[config.mk]
export PLATFORM = sky130hd
export DESIGN_NAME = mem_arbiter
export DESIGN_NICKNAME = d
export VERILOG_FILES = /design/src/rtl/mem_arb_pkg.sv /design/src/rtl/mem_arbiter_rr_arb2.sv /design/src/rtl/mem_arbiter.sv
export SDC_FILE = /design/constraint.sdc
export NUM_CORES = 1
export LEC_CHECK = 0
export BUFFER_PORTS_ARGS = -buffer_cell sky130_fd_sc_hd__buf_2
export CAP_MARGIN = 0
export CORE_ASPECT_RATIO = 0.6
export CORE_UTILIZATION = 45
export CTS_BUF_LIST = sky130_fd_sc_hd__clkbuf_8
export CTS_CLUSTER_DIAMETER = 30
export DETAILED_ROUTE_END_ITERATION = 12
export HOLD_SLACK_MARGIN = 0.15
export PLACE_DENSITY = 0.79
export SLEW_MARGIN = 5
export SYNTH_ARGS = -nofsm -noshare
export SYNTH_HDL_FRONTEND = slang
export SYNTH_SLANG_ARGS = --single-unit
[constraint.sdc]
create_clock -name clk -period 1.7 [get_ports clk]
set_input_delay 0.085 -clock clk [delete_from_list [all_inputs] [get_ports clk]]
set_output_delay 0.085 -clock clk [all_outputs]
set_load 0.05 [all_outputs]
[src/rtl/mem_arb_pkg.sv]
// Shared types for the unified-memory arbiter.
// Both instruction fetch and load/store use the same request record.
package mem_arb_pkg;

    localparam int ARB_AW = 32;
    localparam int ARB_DW = 32;

    typedef enum logic [1:0] {
        ARB_IDLE,
        ARB_ISSUE,
        ARB_WAIT
    } arb_state_t;

    typedef enum logic {
        OWN_IF,
        OWN_D
    } owner_t;

    typedef struct packed {
        logic [ARB_AW-1:0]   addr;
        logic                we;
        logic [ARB_DW-1:0]   wdata;
        logic [ARB_DW/8-1:0] wstrb;
    } mem_req_t;

endpackage

[src/rtl/mem_arbiter_rr_arb2.sv]
// Two-way round-robin grant: a lone requester wins outright,
// and on a tie the side that did not win last time is chosen.
module rr_arb2
    import mem_arb_pkg::*;
(
    input  logic [1:0] req,
    input  owner_t     last_grant,
    output logic [1:0] gnt
);

    always_comb begin
        gnt = req;
        if (req == 2'b11) begin
            gnt = (last_grant == OWN_D) ? 2'b01 : 2'b10;
        end
    end

endmodule

[src/rtl/mem_arbiter.sv]
// Shares one memory port between instruction fetch and load/store,
// one transaction in flight, with a timeout that yields an error response.
module mem_arbiter
    import mem_arb_pkg::*;
#(
    parameter int AW      = ARB_AW,
    parameter int DW      = ARB_DW,
    parameter int TIMEOUT = 64
) (
    input  logic          clk,
    input  logic          reset,
    input  logic          if_req_valid,
    output logic          if_req_ready,
    input  logic [AW-1:0] if_addr,
    output logic          if_rsp_valid,
    output logic [DW-1:0] if_rdata,
    output logic          if_rsp_err,
    input  logic          d_req_valid,
    output logic          d_req_ready,
    input  logic [AW-1:0] d_addr,
    input  logic          d_we,
    input  logic [DW-1:0] d_wdata,
    input  logic [DW/8-1:0] d_wstrb,
    output logic          d_rsp_valid,
    output logic [DW-1:0] d_rdata,
    output logic          d_rsp_err,
    output logic          m_req_valid,
    input  logic          m_req_ready,
    output logic [AW-1:0] m_addr,
    output logic          m_we,
    output logic [DW-1:0] m_wdata,
    output logic [DW/8-1:0] m_wstrb,
    input  logic          m_rsp_valid,
    input  logic [DW-1:0] m_rdata,
    output logic          busy
);

    localparam int CW = (TIMEOUT > 0) ? $clog2(TIMEOUT + 1) : 1;
    localparam bit TO_EN = (TIMEOUT > 0);
    localparam logic [CW-1:0] TO_LAST = CW'((TIMEOUT > 0) ? TIMEOUT - 1 : 0);
    localparam logic [CW-1:0] CNT_MAX = '1;

    arb_state_t    r_state;
    arb_state_t    w_next;
    owner_t        r_owner;
    owner_t        r_last;
    mem_req_t      r_req;
    logic [CW-1:0] r_cnt;
    logic          r_if_rsp_valid;
    logic          r_d_rsp_valid;
    logic [DW-1:0] r_if_rdata;
    logic [DW-1:0] r_d_rdata;
    logic          r_if_err;
    logic          r_d_err;
    logic [1:0]    w_gnt;
    logic          w_idle;
    logic          w_acc;
    logic          w_rsp;
    logic          w_to;

    rr_arb2 u_rr (
        .req        ({d_req_valid, if_req_valid}),
        .last_grant (r_last),
        .gnt        (w_gnt)
    );

    assign w_idle       = (r_state == ARB_IDLE);
    assign if_req_ready = w_idle & w_gnt[0];
    assign d_req_ready  = w_idle & w_gnt[1];
    assign w_acc        = if_req_ready | d_req_ready;
    assign w_rsp        = (r_state == ARB_WAIT) && m_rsp_valid;
    // A real response arriving on the last allowed cycle beats the timeout.
    assign w_to = (r_state == ARB_WAIT) && !m_rsp_valid
               && TO_EN && (r_cnt == TO_LAST);

    always_ff @(posedge clk or negedge reset) begin
        if (!reset) r_state <= ARB_IDLE;
        else        r_state <= w_next;
    end

    always_comb begin
        w_next = r_state;
        unique case (r_state)
            ARB_IDLE:  if (w_acc)         w_next = ARB_ISSUE;
            ARB_ISSUE: if (m_req_ready)   w_next = ARB_WAIT;
            ARB_WAIT:  if (w_rsp || w_to) w_next = ARB_IDLE;
            default:                      w_next = ARB_IDLE;
        endcase
    end

    always_ff @(posedge clk or negedge reset) begin
        if (!reset) begin
            r_req   <= '0;
            r_owner <= OWN_IF;
            r_last  <= OWN_D;
        end else if (if_req_ready) begin
            r_req.addr  <= ARB_AW'(if_addr);
            r_req.we    <= 1'b0;
            r_req.wdata <= '0;
            r_req.wstrb <= '0;
            r_owner     <= OWN_IF;
            r_last      <= OWN_IF;
        end else if (d_req_ready) begin
            r_req.addr  <= ARB_AW'(d_addr);
            r_req.we    <= d_we;
            r_req.wdata <= ARB_DW'(d_wdata);
            r_req.wstrb <= (ARB_DW/8)'(d_wstrb);
            r_owner     <= OWN_D;
            r_last      <= OWN_D;
        end
    end

    // Saturating wait counter, cleared on the memory handshake.
    always_ff @(posedge clk or negedge reset) begin
        if (!reset) begin
            r_cnt <= '0;
        end else if ((r_state == ARB_ISSUE) && m_req_ready) begin
            r_cnt <= '0;
        end else if ((r_state == ARB_WAIT) && (r_cnt != CNT_MAX)) begin
            r_cnt <= r_cnt + 1'b1;
        end
    end

    always_ff @(posedge clk or negedge reset) begin
        if (!reset) begin
            r_if_rsp_valid <= 1'b0;
            r_d_rsp_valid  <= 1'b0;
            r_if_rdata     <= '0;
            r_d_rdata      <= '0;
            r_if_err       <= 1'b0;
            r_d_err        <= 1'b0;
        end else begin
            r_if_rsp_valid <= 1'b0;
            r_d_rsp_valid  <= 1'b0;
            if (w_rsp || w_to) begin
                if (r_owner == OWN_IF) begin
                    r_if_rsp_valid <= 1'b1;
                    r_if_rdata     <= w_rsp ? m_rdata : '0;
                    r_if_err       <= w_to;
                end else begin
                    r_d_rsp_valid <= 1'b1;
                    r_d_rdata     <= w_rsp ? m_rdata : '0;
                    r_d_err       <= w_to;
                end
            end
        end
    end

    assign if_rsp_valid = r_if_rsp_valid;
    assign if_rdata     = r_if_rdata;
    assign if_rsp_err   = r_if_err;
    assign d_rsp_valid  = r_d_rsp_valid;
    assign d_rdata      = r_d_rdata;
    assign d_rsp_err    = r_d_err;
    assign m_req_valid  = (r_state == ARB_ISSUE);
    assign m_addr       = AW'(r_req.addr);
    assign m_we         = r_req.we;
    assign m_wdata      = DW'(r_req.wdata);
    assign m_wstrb      = (DW/8)'(r_req.wstrb);
    assign busy         = !w_idle;

endmodule

==> impl_metrics.env <==
export IMPL_synth_xor_area_share_pct=0
export IMPL_drive_above_1_share_pct=33.8
export IMPL_synth_edf_count=0
export IMPL_critPathMaxFanout=16
export IMPL_floorplan_initialDensity_pct=47.2
export IMPL_seqCellArea_mm2=0.00371
export IMPL_power_frac_comb_pct=55.3
export IMPL_die_h_um=95.7
export IMPL_drc=0
export IMPL_vias=6861
export IMPL_power_leakage_nw=5.39
export IMPL_synth_cell_type_count=45
export IMPL_io_pins=280
export IMPL_arrival_ns=1.56
export IMPL_drt_iter0_drc=534
export IMPL_ys_async_sr_fraction_pct=100
export IMPL_drtAntennaViolNets=0
export IMPL_reg2reg_slack_ns=0.07
export IMPL_p_int_mw=10.4
export IMPL_tightest_slew_ns=0.587
export IMPL_clkLatencyLatePin_ns=0.44
export IMPL_max_cap_viol_count=0
export IMPL_top_layer_used="met4"
export IMPL_power_total_mw=20.7
export IMPL_setup_violations=0
export IMPL_period_share_pct=96.9
export IMPL_syn_instance_count=633
export IMPL_n_antenna_cell=0
export IMPL_wl_met3_um=1640
export IMPL_wl_met2_um=11200
export IMPL_hold_violations=0
export IMPL_skew_ns=0.0243
export IMPL_dpl_cell_count=1079
export IMPL_wl_met1_um=9510
export IMPL_rsz0062_at_grt="false"
export IMPL_cp_start_kind="primary input"
export IMPL_seqPwrFrac_pct=28.7
export IMPL_syn_nets=773
export IMPL_seq_area_frac_synth_pct=56.3
export IMPL_p_sw_share_pct=49.9
export IMPL_status="complete, no violations"
export IMPL_synth_top_cell_area_share_pct=55.9
export IMPL_yosys_area_share_simple_pct=10.9
export IMPL_final_setup_tns_ns=0
export IMPL_required_ns=1.62
export IMPL_die_area_mm2=0.0151
export IMPL_synth_common_cells="dfrtp_1, inv_1, o21ai_0"
export IMPL_cts_sinks=148
export IMPL_wirelength_um=23100
export IMPL_area_delta_synth_final_pct=57.0
export IMPL_hold_path_class="in2async"
export IMPL_grt_usage_pct=30.7
export IMPL_die_w_um=158
export IMPL_synth_fa_ha_area_share_pct=0.190
export IMPL_ys_flop_type="dfrtp_1"
export IMPL_synthMuxAreaShare_pct=0.152
export IMPL_cts_tree="built"
export IMPL_cts_buffers=17
export IMPL_port_buffers=279
export IMPL_syn_area_per_cell_um2=10.4
export IMPL_path_clk_slew_ns=0.09
export IMPL_syn_area_mm2=0.00659
export IMPL_instances_no_fill=1254
export IMPL_wl_per_cell_um=18.4
export IMPL_fmax_mhz=607
export IMPL_synth_top_family_by_area="compound AO/OA/AOI/OAI gates"
export IMPL_cts_buffer_depth=2
export IMPL_cts_root_buffer="clkbuf_8"
export IMPL_gp_congestion=0.971
export IMPL_grt_max_degree=65
export IMPL_synth_top_cell_by_area="dfrtp_1"
export IMPL_pre_cts_ws_ns=0.0140
export IMPL_p_sw_mw=10.3
export IMPL_endpoint_kind="output port"
export IMPL_grt_pass1_vias=6841
export IMPL_nets=1189
export IMPL_synth_compound_area_share_pct=24.2
export IMPL_power_density_mw_per_mm2=2000
export IMPL_hpwl_um=13500
export IMPL_core_mm2=0.0140
export IMPL_rows=33
export IMPL_ir_worst_vdd_uv=1220
export IMPL_synthTopCellsByArea="dfrtp_1, a22oi_1, o21ai_0"
export IMPL_yosys_warnings=0
export IMPL_fin_crit_ns=1.65
export IMPL_synthMostInstantiatedCell="dfrtp_1"
export IMPL_clkPwrFrac_pct=16.0
export IMPL_ys_ff_latch=148
export IMPL_antenna_found_initial=0
export IMPL_setup_ws_ns=0.0521
export IMPL_cts_htree_levels=4
export IMPL_grt_pass1_wl_um=35300
export IMPL_critical_path_class="in2out"
export IMPL_nFillCells=954
export IMPL_relSlewSlack_pct=60.9
export IMPL_multiInputGateArea_mm2=0.00241
export IMPL_overflow=0
export IMPL_routed_via_density=5.47
export IMPL_slew_viol_final=0
export IMPL_first_pass_iters=5
-- path summary, 6_finish.rpt --
path	start	endpoint	depth (start not counted)
min reg2reg	m_wdata[26]$_DFFE_PN0P_	m_wdata[26]$_DFFE_PN0P_	1
min in group clk	d_wstrb[2]	m_wstrb[2]$_DFFE_PN0P_	3
min	reset	m_wdata[27]$_DFFE_PN0P_	2
max reg2reg	r_state[0]$_DFFE_PN0P_	m_addr[31]$_DFFE_PN0P_	5
max in group asynchronous	reset	m_wdata[12]$_DFFE_PN0P_	3
max	if_req_valid	d_req_ready	6
-- routing by layer --
metal / GRT usage, % / vias to the layer above
met2: 49.7 / 378
met1: 39.5 / 3283
met3: 6.93 / 75
li1: - / 3125
met5: 0 / -
met4: 14.9 / 0
-- cells by family (layout without fill, tap and decap cells) --
group	count (synthesis)	after routing
fa+ha+maj	1	1
mux	1	1
compound gates	219	219
buf+inv	129	558
simple gates	135	135
flops	148	148
-- repair_timing --
item,CTS,global route
hold endpoints to repair,292,0
gates cloned,1,0
hold buffers,138,0
setup buffers,3,2
endpoints found under the setup margin,3,69
resized for setup,7,8
pin swaps,1,2
-- power groups by stage --
stage,clock network (mW),registers [mW],logic [mW]
floorplan,0,10.4,3.29
global placement,0,5.86,10.7
detailed placement,0,5.89,10.9
CTS,3.34,5.86,11.3
global route,3.50,6.10,12.0
finish,3.30,5.95,11.5
-- cell usage in the layout (no fill, tap or decap), types with 3 or more instances in the layout --
cell type,Yosys,layout
buf_2,18,274
dfrtp_1,147,146
dlygate4sd3_1,0,138
inv_1,71,74
o21ai_0,65,65
a22oi_1,64,64
nand2_1,38,37
a22o_1,37,37
nor3_1,34,34
and3_1,34,33
a221o_1,32,32
buf_4,2,28
clkbuf_8,0,18
buf_12,0,10
a21oi_1,6,6
bufinv_16,0,6
nand2b_1,4,3
nor2_1,4,3
a211oi_1,3,3
o21ai_1,3,3
clkinv_4,0,3
buf_6,4,3
-- layout make-up --
type	instances	area share, %
flip-flops and latches	148	35.8
repair buffers	455	31.3
multi-input cells	356	23.3
inverters	71	2.58
clock buffers	18	2.40
well taps	192	2.32
clock inverters	14	2.27
-- sequential cells by signal, indices dropped and copies added (netlist names) --
signal	count
d_rsp_valid	1
m_wdata	32
r_last	1
r_cnt	7
m_wstrb	4
d_rsp_err	1
r_owner	1
m_addr	32
r_state	2
if_rsp_valid	1
m_we	1
if_rsp_err	1
if_rdata	32
d_rdata	32
-- metrics by stage --
stage	area [um^2]	util [%]	hold WS (ns)
3_3_place_gp	8370	60.0	0.103
5_1_grt	10300	74.1	0.221
3_5_place_dp	8370	60.0	0.104
2_1_floorplan	6590	-	-0.211
6_report	10300	74.1	0.210
4_1_cts	10300	74.0	0.185
-- worst max-delay path, stage by stage --
cell           delay (ns)
dlygate4sd3_1        0.55
buf_2                0.14
buf_4                0.23
nand2_1              0.11
and3_2               0.27
buf_6                0.17
Power figures use the tool's default switching activity.
